===== src/rtl/operand_mux_pkg.sv =====
// Purpose: shared defaults and select-width helper for the operand mux stage.
// Ports:   none (package).
package operand_mux_pkg;

    localparam int unsigned OPMUX_DEF_WIDTH = 32;
    localparam int unsigned OPMUX_DEF_N_IN  = 4;
    localparam int unsigned OPMUX_MAX_N_IN  = 16;

    // Binary select width for n inputs (at least one bit)
    function automatic int unsigned opmux_sel_w(input int unsigned n);
        return (n <= 1) ? 1 : $clog2(n);
    endfunction

endpackage : operand_mux_pkg


===== src/rtl/operand_mux_if.sv =====
// Purpose: operand-select bus bundling upstream beat, flush and downstream handshake.
// Ports:   in_data/sel/in_valid/in_ready (upstream), flush, out_data/out_valid/out_ready
//          (downstream), sel_err when OPERAND_MUX_SEL_CHECK_EN is defined.
//          slave = the stage, master = its environment.
interface operand_mux_if
    import operand_mux_pkg::*;
#(
    parameter int unsigned WIDTH = OPMUX_DEF_WIDTH,
    parameter int unsigned N_IN  = OPMUX_DEF_N_IN
) ();

    localparam int unsigned SEL_W = opmux_sel_w(N_IN);

    logic [N_IN*WIDTH-1:0] in_data;
    logic [SEL_W-1:0]      sel;
    logic                  in_valid;
    logic                  in_ready;
    logic                  flush;
    logic [WIDTH-1:0]      out_data;
    logic                  out_valid;
    logic                  out_ready;
`ifdef OPERAND_MUX_SEL_CHECK_EN
    logic                  sel_err;
`endif

    modport slave (
        input  in_data, sel, in_valid, flush, out_ready,
`ifdef OPERAND_MUX_SEL_CHECK_EN
        output sel_err,
`endif
        output in_ready, out_data, out_valid
    );

    modport master (
        output in_data, sel, in_valid, flush, out_ready,
`ifdef OPERAND_MUX_SEL_CHECK_EN
        input  sel_err,
`endif
        input  in_ready, out_data, out_valid
    );

endinterface : operand_mux_if


===== src/rtl/skid_buffer_2.sv =====
// Purpose: two-entry valid/ready buffer (main + skid) with synchronous flush.
//          in_ready and out_valid are direct state-flop bits, so there is no
//          combinational path from out_ready to in_ready.
// Ports:   clk, rst_n (async active-low), flush, in_data/in_valid/in_ready,
//          out_data/out_valid/out_ready.
module skid_buffer_2
    import operand_mux_pkg::*;
#(
    parameter int unsigned WIDTH = OPMUX_DEF_WIDTH
) (
    input  logic             clk,
    input  logic             rst_n,
    input  logic             flush,
    input  logic [WIDTH-1:0] in_data,
    input  logic             in_valid,
    output logic             in_ready,
    output logic [WIDTH-1:0] out_data,
    output logic             out_valid,
    input  logic             out_ready
);

    // Encoding doubles as the valid bits: [1] = skid valid, [0] = main valid
    typedef enum logic [1:0] {
        EMPTY = 2'b00,
        ONE   = 2'b01,
        FULL  = 2'b11
    } state_t;

    state_t           state, next_state;
    logic [WIDTH-1:0] main_data, next_main;
    logic [WIDTH-1:0] skid_data, next_skid;
    logic             accept;
    logic             pop;

    assign in_ready  = ~state[1];
    assign out_valid = state[0];
    assign out_data  = main_data;

    assign accept = in_valid & in_ready & ~flush;
    assign pop    = out_valid & out_ready;

    // State and data registers
    always_ff @(posedge clk or negedge rst_n) begin
        if (!rst_n) begin
            state     <= EMPTY;
            main_data <= '0;
            skid_data <= '0;
        end else begin
            state     <= next_state;
            main_data <= next_main;
            skid_data <= next_skid;
        end
    end

    // Next-state and data steering; flush wins over everything
    always_comb begin
        next_state = state;
        next_main  = main_data;
        next_skid  = skid_data;
        if (flush) begin
            next_state = EMPTY;
            next_main  = '0;
            next_skid  = '0;
        end else begin
            unique case (state)
                EMPTY: begin
                    if (accept) begin
                        next_state = ONE;
                        next_main  = in_data;
                    end
                end
                ONE: begin
                    if (accept && pop) begin
                        next_main = in_data;
                    end else if (accept) begin
                        next_state = FULL;
                        next_skid  = in_data;
                    end else if (pop) begin
                        next_state = EMPTY;
                    end
                end
                FULL: begin
                    if (pop) begin
                        next_state = ONE;
                        next_main  = skid_data;
                    end
                end
                default: begin
                    next_state = EMPTY;
                end
            endcase
        end
    end

endmodule : skid_buffer_2


===== src/rtl/operand_mux_stage.sv =====
// Purpose: N_IN:1 operand select feeding a registered two-entry skid buffer.
//          Out-of-range selects yield zero data. With OPERAND_MUX_SEL_CHECK_EN
//          defined, a sticky sel_err flags accepted out-of-range selects.
// Ports:   clk, rst_n (async active-low), bus (operand_mux_if.slave).
module operand_mux_stage
    import operand_mux_pkg::*;
#(
    parameter int unsigned WIDTH = OPMUX_DEF_WIDTH,
    parameter int unsigned N_IN  = OPMUX_DEF_N_IN
) (
    input  logic          clk,
    input  logic          rst_n,
    operand_mux_if.slave  bus
);

    localparam int unsigned SEL_W = opmux_sel_w(N_IN);

    logic [WIDTH-1:0] mux_data;

    // Binary select; unmatched codes leave the zero default
    always_comb begin
        mux_data = '0;
        for (int unsigned k = 0; k < N_IN; k++) begin
            if (bus.sel == SEL_W'(k)) begin
                mux_data = bus.in_data[k*WIDTH +: WIDTH];
            end
        end
    end

    skid_buffer_2 #(
        .WIDTH (WIDTH)
    ) u_skid (
        .clk       (clk),
        .rst_n     (rst_n),
        .flush     (bus.flush),
        .in_data   (mux_data),
        .in_valid  (bus.in_valid),
        .in_ready  (bus.in_ready),
        .out_data  (bus.out_data),
        .out_valid (bus.out_valid),
        .out_ready (bus.out_ready)
    );

`ifdef OPERAND_MUX_SEL_CHECK_EN
    logic sel_ok;
    logic accept;
    logic sel_err_q;

    assign sel_ok = (32'(bus.sel) < N_IN);
    assign accept = bus.in_valid & bus.in_ready & ~bus.flush;

    // Sticky error; only flush or reset clears it
    always_ff @(posedge clk or negedge rst_n) begin
        if (!rst_n) begin
            sel_err_q <= 1'b0;
        end else if (bus.flush) begin
            sel_err_q <= 1'b0;
        end else if (accept && !sel_ok) begin
            sel_err_q <= 1'b1;
        end
    end

    assign bus.sel_err = sel_err_q;
`endif

endmodule : operand_mux_stage


===== src/flat_wrapper.sv =====
// flat-port wrapper written by rule: the top's interface ports become plain ports
module operand_mux_stage_flat import operand_mux_pkg::*;
#(
    parameter int unsigned WIDTH = OPMUX_DEF_WIDTH,
    parameter int unsigned N_IN  = OPMUX_DEF_N_IN
)
  (clk, rst_n, bus_in_data, bus_sel, bus_in_valid, bus_flush, bus_out_ready, bus_in_ready, bus_out_data, bus_out_valid);
  operand_mux_if #(.WIDTH(WIDTH), .N_IN(N_IN)) bus_i ();
  input  logic clk;
  input  logic rst_n;
  input wire logic [$bits(bus_i.in_data)-1:0] bus_in_data;
  input wire logic [$bits(bus_i.sel)-1:0] bus_sel;
  input wire logic [$bits(bus_i.in_valid)-1:0] bus_in_valid;
  input wire logic [$bits(bus_i.flush)-1:0] bus_flush;
  input wire logic [$bits(bus_i.out_ready)-1:0] bus_out_ready;
  output wire logic [$bits(bus_i.in_ready)-1:0] bus_in_ready;
  output wire logic [$bits(bus_i.out_data)-1:0] bus_out_data;
  output wire logic [$bits(bus_i.out_valid)-1:0] bus_out_valid;
  assign bus_i.in_data = bus_in_data;
  assign bus_i.sel = bus_sel;
  assign bus_i.in_valid = bus_in_valid;
  assign bus_i.flush = bus_flush;
  assign bus_i.out_ready = bus_out_ready;
  assign bus_in_ready = bus_i.in_ready;
  assign bus_out_data = bus_i.out_data;
  assign bus_out_valid = bus_i.out_valid;
  operand_mux_stage #(.WIDTH(WIDTH), .N_IN(N_IN)) u_core (.clk(clk), .rst_n(rst_n), .bus(bus_i));
endmodule

===== config.mk =====
export PLATFORM = sky130hd
export DESIGN_NAME = operand_mux_stage_flat
export DESIGN_NICKNAME = d
export VERILOG_FILES = /design/src/rtl/operand_mux_pkg.sv /design/src/rtl/operand_mux_if.sv /design/src/rtl/skid_buffer_2.sv /design/src/rtl/operand_mux_stage.sv /design/src/flat_wrapper.sv
export SDC_FILE = /design/constraint.sdc
export NUM_CORES = 1
export LEC_CHECK = 0
export CELL_PAD_IN_SITES_DETAIL_PLACEMENT = 1
export CELL_PAD_IN_SITES_GLOBAL_PLACEMENT = 2
export CORE_AREA = 10 10 138 140
export CTS_BUF_LIST = sky130_fd_sc_hd__clkbuf_2
export DETAILED_ROUTE_END_ITERATION = 7
export DIE_AREA = 0 0 148 150
export PLACE_DENSITY_LB_ADDON = 0.25
export SYNTH_ARGS = -nofsm -noshare
export SYNTH_HDL_FRONTEND = slang
export SYNTH_SLANG_ARGS = --single-unit

===== constraint.sdc =====
create_clock -name clk -period 2.16 [get_ports clk]
set_input_delay 0.324 -clock clk [delete_from_list [all_inputs] [get_ports clk]]
set_output_delay 0.324 -clock clk [all_outputs]
set_load 0.02 [all_outputs]

**Word level (Yosys, flattened, before mapping)**

Index checks and enable logic that the tools add are counted.

- RAM bits: 0
- Bits in latches: 0
- Register bits: 66
- Memories: 0
- Word-level logic and storage cells: 47
- Output and inout port bits: 34
- ROM bits: 0

- Add/subtract/negate cells: 0
- Div/mod/pow operators: 0
- Multiply operators: 0
- Magnitude comparators: 0
- Reduce and logical (&&, ||, !) cells: 9
- Shifts and indexed selects: 0
- Equal/unequal tests: 11
- Multiplexer cells: 19
- Bitwise operators: 5

Operators by type and width:

| kind | count |
|---|---|
| 2-to-1 mux 32 bit | 11 |
| case mux 32 bit (3 select lines) | 1 |
| 2-to-1 mux 2 bit | 6 |
| != test 3 bit (second input constant) | 4 |
| AND reduction 4 bit | 2 |
| == test 2 bit (second input constant) | 3 |
| case mux 2 bit (3 select lines) | 1 |
| == test 2 x 1 -> 1 bit (second input constant) | 2 |
| logical NOT 2 bit | 2 |
| != test 4 bit (second input constant) | 1 |
| nonzero test 2 bit | 2 |
| nonzero test 4 bit | 1 |
| AND 1 bit | 3 |
| AND reduction 3 bit | 1 |
| != test 2 bit (second input constant) | 1 |
| NOT 1 bit | 2 |
| logical AND 1 bit | 1 |

**Logic depth before layout (Yosys ltp)**

Gate-level depths: netlist of the first run.

- Depth after elaboration: 9
- Gate-level depth with buffers: 7
- Mapped depth without buffers: 6

**Cells and area by module**

From an unflattened synthesis of the first run, not the netlist that was laid out.

- Cells, all modules: 342
- Area, all modules: 4136.5 µm²

Modules (own cells, without submodules):

| module | times used | area each (µm²) | cells an instance | seq. area each (µm²) |
|---|---|---|---|---|
| skid_buffer_2 | 1 | 3321.9 | 303 | 1651.6 |
| operand_mux_stage | 1 | 814.5 | 39 | 0.0 |

**Worst setup path after synthesis of the first run**

OpenSTA, ideal clock, no wires.

- Kind: reg2reg
- Start point: reg u_core.u_skid.state[0]
- End point: reg u_core.u_skid.main_data[10] (netlist: u_core.u_skid.out_data[10])
- Arrival time: 1790 ps
- Clock period less this slack: 1915 ps
- Library setup time: 125 ps
- Stages on the path, launching flop included: 7
- Required time: 2035 ps
- Slack: 245 ps
- Buffers on the path: 1
- Cells stage by stage: dfrtp_1 -> ha_1 -> nand4bb_1 -> a21oi_1 -> nor3_4 -> buf_6 -> mux2_4

- Word-level cells in the longest chain between the ends: 4
- Elaborated cells between the ends (all ways): 12
- Those cells by class: eq/ne: 5; mux: 2; bitwise: 1; reduce/logical: 4

Ends and longest elaborated chain:

| element | line | RTL |
|---|---|---|
| start: declaration | skid_buffer_2.sv:29 | `state_t state, next_state;` |
| start signal: assignment | skid_buffer_2.sv:49 | `state <= next_state;` |
| AND 1 bit | skid_buffer_2.sv:40 | `assign pop = out_valid & out_ready;` |
| logical AND 1 bit | skid_buffer_2.sv:73 | `if (accept && pop) begin` |
| != test 3 bit (no line) | -- |  |
| AND reduction 4 bit (no line) | -- |  |
| end signal: assignment | skid_buffer_2.sv:50 | `main_data <= next_main;` |
| end: declaration | skid_buffer_2.sv:30 | `logic [WIDTH-1:0] main_data, next_main;` |

Several ways; a longest one is shown, not always the timed one.
A chain may end at the register's enable or synchronous reset.

**Worst setup path after layout of the first run**

- Start point: reg u_core.u_skid.state[0]
- End point: reg u_core.u_skid.main_data[24] (netlist: u_core.u_skid.out_data[24])

Same word-level chain as after synthesis.

==> impl_metrics.ini, run 1 <==
[outcome]
status = complete, no violations

[sta]
layout_min_cycle_time_ns = 2.05
setup_viol = 0
rsz0062_at_grt = false
tns_ns = 0
slew_viol_final = 0
hold_viol = 0
worst_slew_pin_slew_ns = 0.565
finalCritPeriodShare = 0.950
worst_slack_ns = 0.108
fin_skew_ns = 0.0177
slew_headroom = 0.623
fmax_mhz = 487

[routing]
route.detailed.drc = 0
first_pass_iters = 4
avgViaCountPerCell = 4.96
vias = 4014
drt-initial-drc-count = 306
routed_wl_um = 16600
wl_per_cell_um = 20.5
drtAntennaViolNets = 0

[finish]
area_growth_pct = 47.7
nNetsFinal = 723
drive_above_1_share = 0.183
fillers = 1883
design_area_um2 = 6400

[die]
die-width_um = 148
start_util = 0.265
rows = 47
fp.dieH_um = 150
fp.dieArea_um2 = 22200
coreArea_um2 = 16300
io_pins = 169

[power]
total_power_mw = 4.26
leakagePower_nw = 2.66
peakVddDrop_v = 0.000305
cellPowerDensity_nw_per_um2 = 666

[setup_path]
reg2regPathDepth = 7
path_max_fanout = 21
worst-setup-path-type = flop to flop
cp-start-kind = flop
critPathArrivalTime_ns = 2.49
r2r_start = u_core.u_skid.state[0]$_DFFE_PN0P_
r2r_end = u_core.u_skid.out_data[24]$_DFFE_PN0P_
crit_path_end_kind = flop
critPathLaunch = u_core.u_skid.state[0]$_DFFE_PN0P_
r2r_slack_ns = 0.11
required_ns = 2.60

[clock_tree]
tritoncts = built
cts_max_path_buffers = 2
clk_latency_ns = 0.56
cts_root_buf = clkbuf_2
h-tree-depth = 3
clock_sinks = 66
cts_setup_buffers = 0
path_clk_slew_ns = 0.23
cts_buffers = 9

[logic_synthesis]
synth_nets = 560
synthTopCellsByArea = dfrtp_1, mux2_4, mux2i_1, mux2_2, nand2_1
yosysSeqAreaShare = 0.381
synth-compound-area-share = 0.195
yosys_warnings = 0
synth_edf_count = 0
ys.flop_type = dfrtp_1
synth_cells = 421
async_flop_share = 1.00
synth_top_family_by_area = multiplexers
synthMuxAreaShare = 0.276
synth_top_area_share = 0.381
synthAdderAreaFrac = 0.0116
yosysTopAreaCell = dfrtp_1
ys_ff_latch = 66
synthXorXnorAreaFrac = 0.00202
synth.avg_cell_area_um2 = 10.3
ys_types = 31
yosys.area_share.simple = 0.0803
syn_area_um2 = 4330

[grt]
gr-usage-all-layers = 0.149
antenna_found_initial = 1
grt_pass1_wl_um = 25900
grt_max_degree = 36
overflow = 0
grt_pass1_vias = 4570

[run]
drv_cap = 0

[place]
dpl-instance-area_um2 = 6280
port-buffer-count = 168
globalplace.congestion = 0.752
place_ws_ns = -0.0293
hpwlAfterDp_um = 12000

[min_path]
hp-class = input port to asynchronous set/reset pin
-- metrics by stage --
step	hold slack, ns	util	cells
floorplan	0.0284	-	421
global route	0.198	0.391	810
finish	0.227	0.391	810
global placement	0.307	0.384	791
CTS	0.202	0.391	809
detailed placement	0.316	0.384	791
-- routing by layer --
| layer | global-route usage | vias to the layer above | routed length (µm) | share of wire |
|---|---|---|---|---|
| met5 | 0 | - | 0 | 0 |
| met4 | 0.0520 | 0 | 340 | 0.020 |
| met3 | 0.0450 | 23 | 1050 | 0.063 |
| li1 | - | 1877 | - | - |
| met2 | 0.260 | 124 | 8410 | 0.51 |
| met1 | 0.168 | 1990 | 6830 | 0.41 |
-- worst max-delay path, cell delays in order (launching register included) --
cell,delay (ns)
dfrtp_1,0.48
buf_4,0.18
ha_1,0.25
nor2_2,0.13
nor3_2,0.06
nor3_4,0.24
buf_12,0.24
mux2_2,0.36
-- cell families after synthesis --
family	count (synthesis)
AOI/OAI and AO/OA	133
muxes	98
and+or+nand+nor	80
DFF	66
buffers and inverters	39
adders and majority gates	4
xor gates and xnor gates	1
-- sequential cells by signal, summed over array words and instances, names as in the netlist --
| name | cells |
|---|---|
| u_core.u_skid.skid_data | 32 |
| u_core.u_skid.state | 2 |
| u_core.u_skid.out_data | 32 |
-- cell usage in the layout, fill, tap and decap left out, types with 2 or more instances in the layout --
master,n
o211ai_1,32
nor3_2,2
clkbuf_2,9
buf_12,5
nor2b_4,2
mux2i_1,33
buf_4,15
nand2_1,66
a22oi_2,2
clkdlybuf4s50_1,163
mux2_1,7
a22oi_1,30
clkinv_2,4
o21ai_1,31
nor2_1,2
inv_1,2
a21oi_1,34
ha_1,3
buf_2,2
dfrtp_1,66
mux2_2,23
nand2b_1,2
mux2_4,35
-- report_power, final --
part	leakage [nW]	switching, mW	internal [mW]
clock network	0.0618	0.519	0.149
registers	0.882	0.148	1.48
logic	1.71	0.965	1.00
total	2.66	1.63	2.63
-- how the worst max path moves through the flow --
stage               depth (start not counted)                                     end
finish                                      7  u_core.u_skid.out_data[24]$_DFFE_PN0P_
global route                                6  u_core.u_skid.out_data[22]$_DFFE_PN0P_
CTS                                         6  u_core.u_skid.out_data[24]$_DFFE_PN0P_
detailed placement                          5  u_core.u_skid.out_data[21]$_DFFE_PN0P_
global placement                            5   u_core.u_skid.out_data[2]$_DFFE_PN0P_
floorplan                                   6  u_core.u_skid.out_data[10]$_DFFE_PN0P_
-- cells in the mapped netlist, types with 4 or more instances --
| cell | n |
|---|---|
| ha_1 | 4 |
| o211ai_1 | 32 |
| dfrtp_1 | 66 |
| buf_6 | 5 |
| mux2_4 | 35 |
| nand2_1 | 66 |
| a22oi_1 | 30 |
| buf_4 | 4 |
| a21oi_1 | 35 |
| mux2_1 | 7 |
| buf_2 | 12 |
| mux2i_1 | 33 |
| mux2_2 | 23 |
| clkbuf_1 | 14 |
| o21ai_1 | 31 |
-- layout make-up --
cell class                 count  area (µm²)  share of cell area
antenna                        1        2.50            0.000391
clock buffer                   9        45.0             0.00704
clock inverter                 7        45.0             0.00704
inverter                       2        7.51             0.00117
multi-input combinational    317        2490               0.389
sequential                    66        1650               0.258
tap                          220         275              0.0430
timing repair buffer         188        1880               0.294
-- timing repair --
| item | in CTS | in global routing |
|---|---|---|
| gates resized for setup | 2 | 3 |
| pin swaps | 0 | 0 |
| endpoints found under the setup margin | 33 | 25 |
| hold buffers | 1 | 0 |
| cloned | 1 | 0 |
| hold endpoints to repair | 31 | 0 |
Note: power is estimated with default switching activity, not from simulation.
==> inputs of run 2 (changes only) <==
CAP_MARGIN = 20   (was not set)
CORE_AREA = 2 2 130 132   (was 10 10 138 140)
DIE_AREA = 0 0 132 134   (was 0 0 148 150)
HOLD_SLACK_MARGIN = 0.1   (was not set)
==> run 2 against run 1 <==
Total power increased by 1.8%. Non-clock buffer count fell by 2. Global-route usage up 2.0 points. Hold slack worse by 0.013 ns. Maximum frequency rose by 1.7%. Largest power group unchanged. Combinational power about the same. Via count fell by 0.85%.
==> impl_metrics.ini, run 2 (synthesized netlist as in run 1, its figures left out) <==
[outcome]
status = complete, no violations

[routing]
route.detailed.drc = 0
first_pass_iters = 5
routed_wl_um = 15000
drt-initial-drc-count = 103
wl_per_cell_um = 18.6
vias = 3980
drtAntennaViolNets = 0
avgViaCountPerCell = 4.93

[place]
globalplace.congestion = 0.764
hpwlAfterDp_um = 10300
port-buffer-count = 168

[finish]
final_cell_mix = clkdlybuf4s50_1, nand2_1, dfrtp_1
area_growth_pct = 47.8
mostFrequentLayoutCell = clkdlybuf4s50_1
fin_util = 0.393
nNetsFinal = 721
drive_above_1_share = 0.174

[clock_tree]
cts_setup_buffers = 0
clock_sinks = 66
clk_latency_ns = 0.54
cts_buffers = 9
cts_root_buf = clkbuf_2
h-tree-depth = 3
path_clk_slew_ns = 0.21
tritoncts = built
cts_max_path_buffers = 2

[setup_path]
worst-setup-path-type = flop to flop
critPathLaunch = u_core.u_skid.state[0]$_DFFE_PN0P_
cp-start-kind = flop
r2r_start = u_core.u_skid.state[0]$_DFFE_PN0P_
critPathArrivalTime_ns = 2.45
crit_path_end_kind = flop
required_ns = 2.60
path_max_fanout = 17

[grt]
grt_max_degree = 67
gr-usage-all-layers = 0.168
grt_pass1_vias = 4365
overflow = 0
antenna_found_initial = 1
grt_pass1_wl_um = 23600

[die]
fp.dieH_um = 134
start_util = 0.266
fp.dieArea_um2 = 17700
io_pins = 169
coreArea_um2 = 16300
rows = 47
die-width_um = 132

[sta]
slew_headroom = 0.398
fin_skew_ns = 0.0157
setup_viol = 0
finalCritPeriodShare = 0.934
whs_ns = 0.214
fmax_mhz = 496
worst_slew_pin_slew_ns = 0.904
hold_viol = 0
slew_viol_final = 0
rsz0062_at_grt = false
layout_min_cycle_time_ns = 2.02
tns_ns = 0

[power]
leakagePower_nw = 2.65
peakVddDrop_v = 0.000218
cellPowerDensity_nw_per_um2 = 677

[min_path]
hp-class = input port to flop
hold_start = bus_sel[1]

[run]
drv_cap = 0
run 2: per-layer routing:
metal  global-route usage  routed length [µm]
met5                    0                   0
met4               0.0531                 228
met3               0.0389                 749
met2                0.300                7680
met1                0.201                6380
run 2: area by class of cell:
type,count,area [µm²]
diodes,1,2.50
clock buffers,9,45.0
clock inverters,7,70.1
fillers,1847,9890
inverters,2,7.51
multi-input cells,317,2480
flip-flops and latches,66,1650
well taps,220,275
repair buffers,186,1870
run 2: where the power goes:
group          switching, mW  internal [mW]
Combinational          0.940           1.00
Sequential             0.146           1.48
Clock                  0.509          0.262
run 2: final timing paths:
kind / end / slack [ns] / depth (start not counted)
worst max-delay path: u_core.u_skid.out_data[21]$_DFFE_PN0P_ / 0.14 / 7
worst min-delay path: u_core.u_skid.skid_data[26]$_DFFE_PN0P_ / 0.21 / 4
worst max register to register: u_core.u_skid.out_data[21]$_DFFE_PN0P_ / 0.14 / 7
worst min register to register: u_core.u_skid.out_data[16]$_DFFE_PN0P_ / 0.53 / 1
max in group asynchronous: u_core.u_skid.state[1]$_DFFE_PN0P_ / 1.16 / 2
min in group asynchronous: u_core.u_skid.out_data[20]$_DFFE_PN0P_ / 0.43 / 2
run 2: timing repair:
action,4_1_cts,5_1_grt
hold buffers,1,0
endpoints found under the setup margin,6,32
gates cloned,0,1
endpoints found under the hold margin,66,0
gates resized for setup,2,1
run 2: per-stage QoR:
| step | cells | area [µm²] | setup WS (ns) | total power [mW] |
|---|---|---|---|---|
| floorplan | 421 | 4330 | 0.245 | 2.68 |
| global placement | 789 | 6260 | 0.0989 | 3.56 |
| detailed placement | 789 | 6260 | 0.0380 | 3.61 |
| CTS | 806 | 6380 | 0.0589 | 4.40 |
| global route | 808 | 6400 | 0.0408 | 4.61 |
| finish | 808 | 6400 | 0.142 | 4.34 |
run 2: worst max-delay path, cell delays in order (launching register included):
cell	delay, ns
dfrtp_1	0.46
buf_4	0.17
ha_1	0.24
nor2_1	0.15
nor3_2	0.07
nor3_4	0.27
buf_12	0.22
mux2_2	0.35
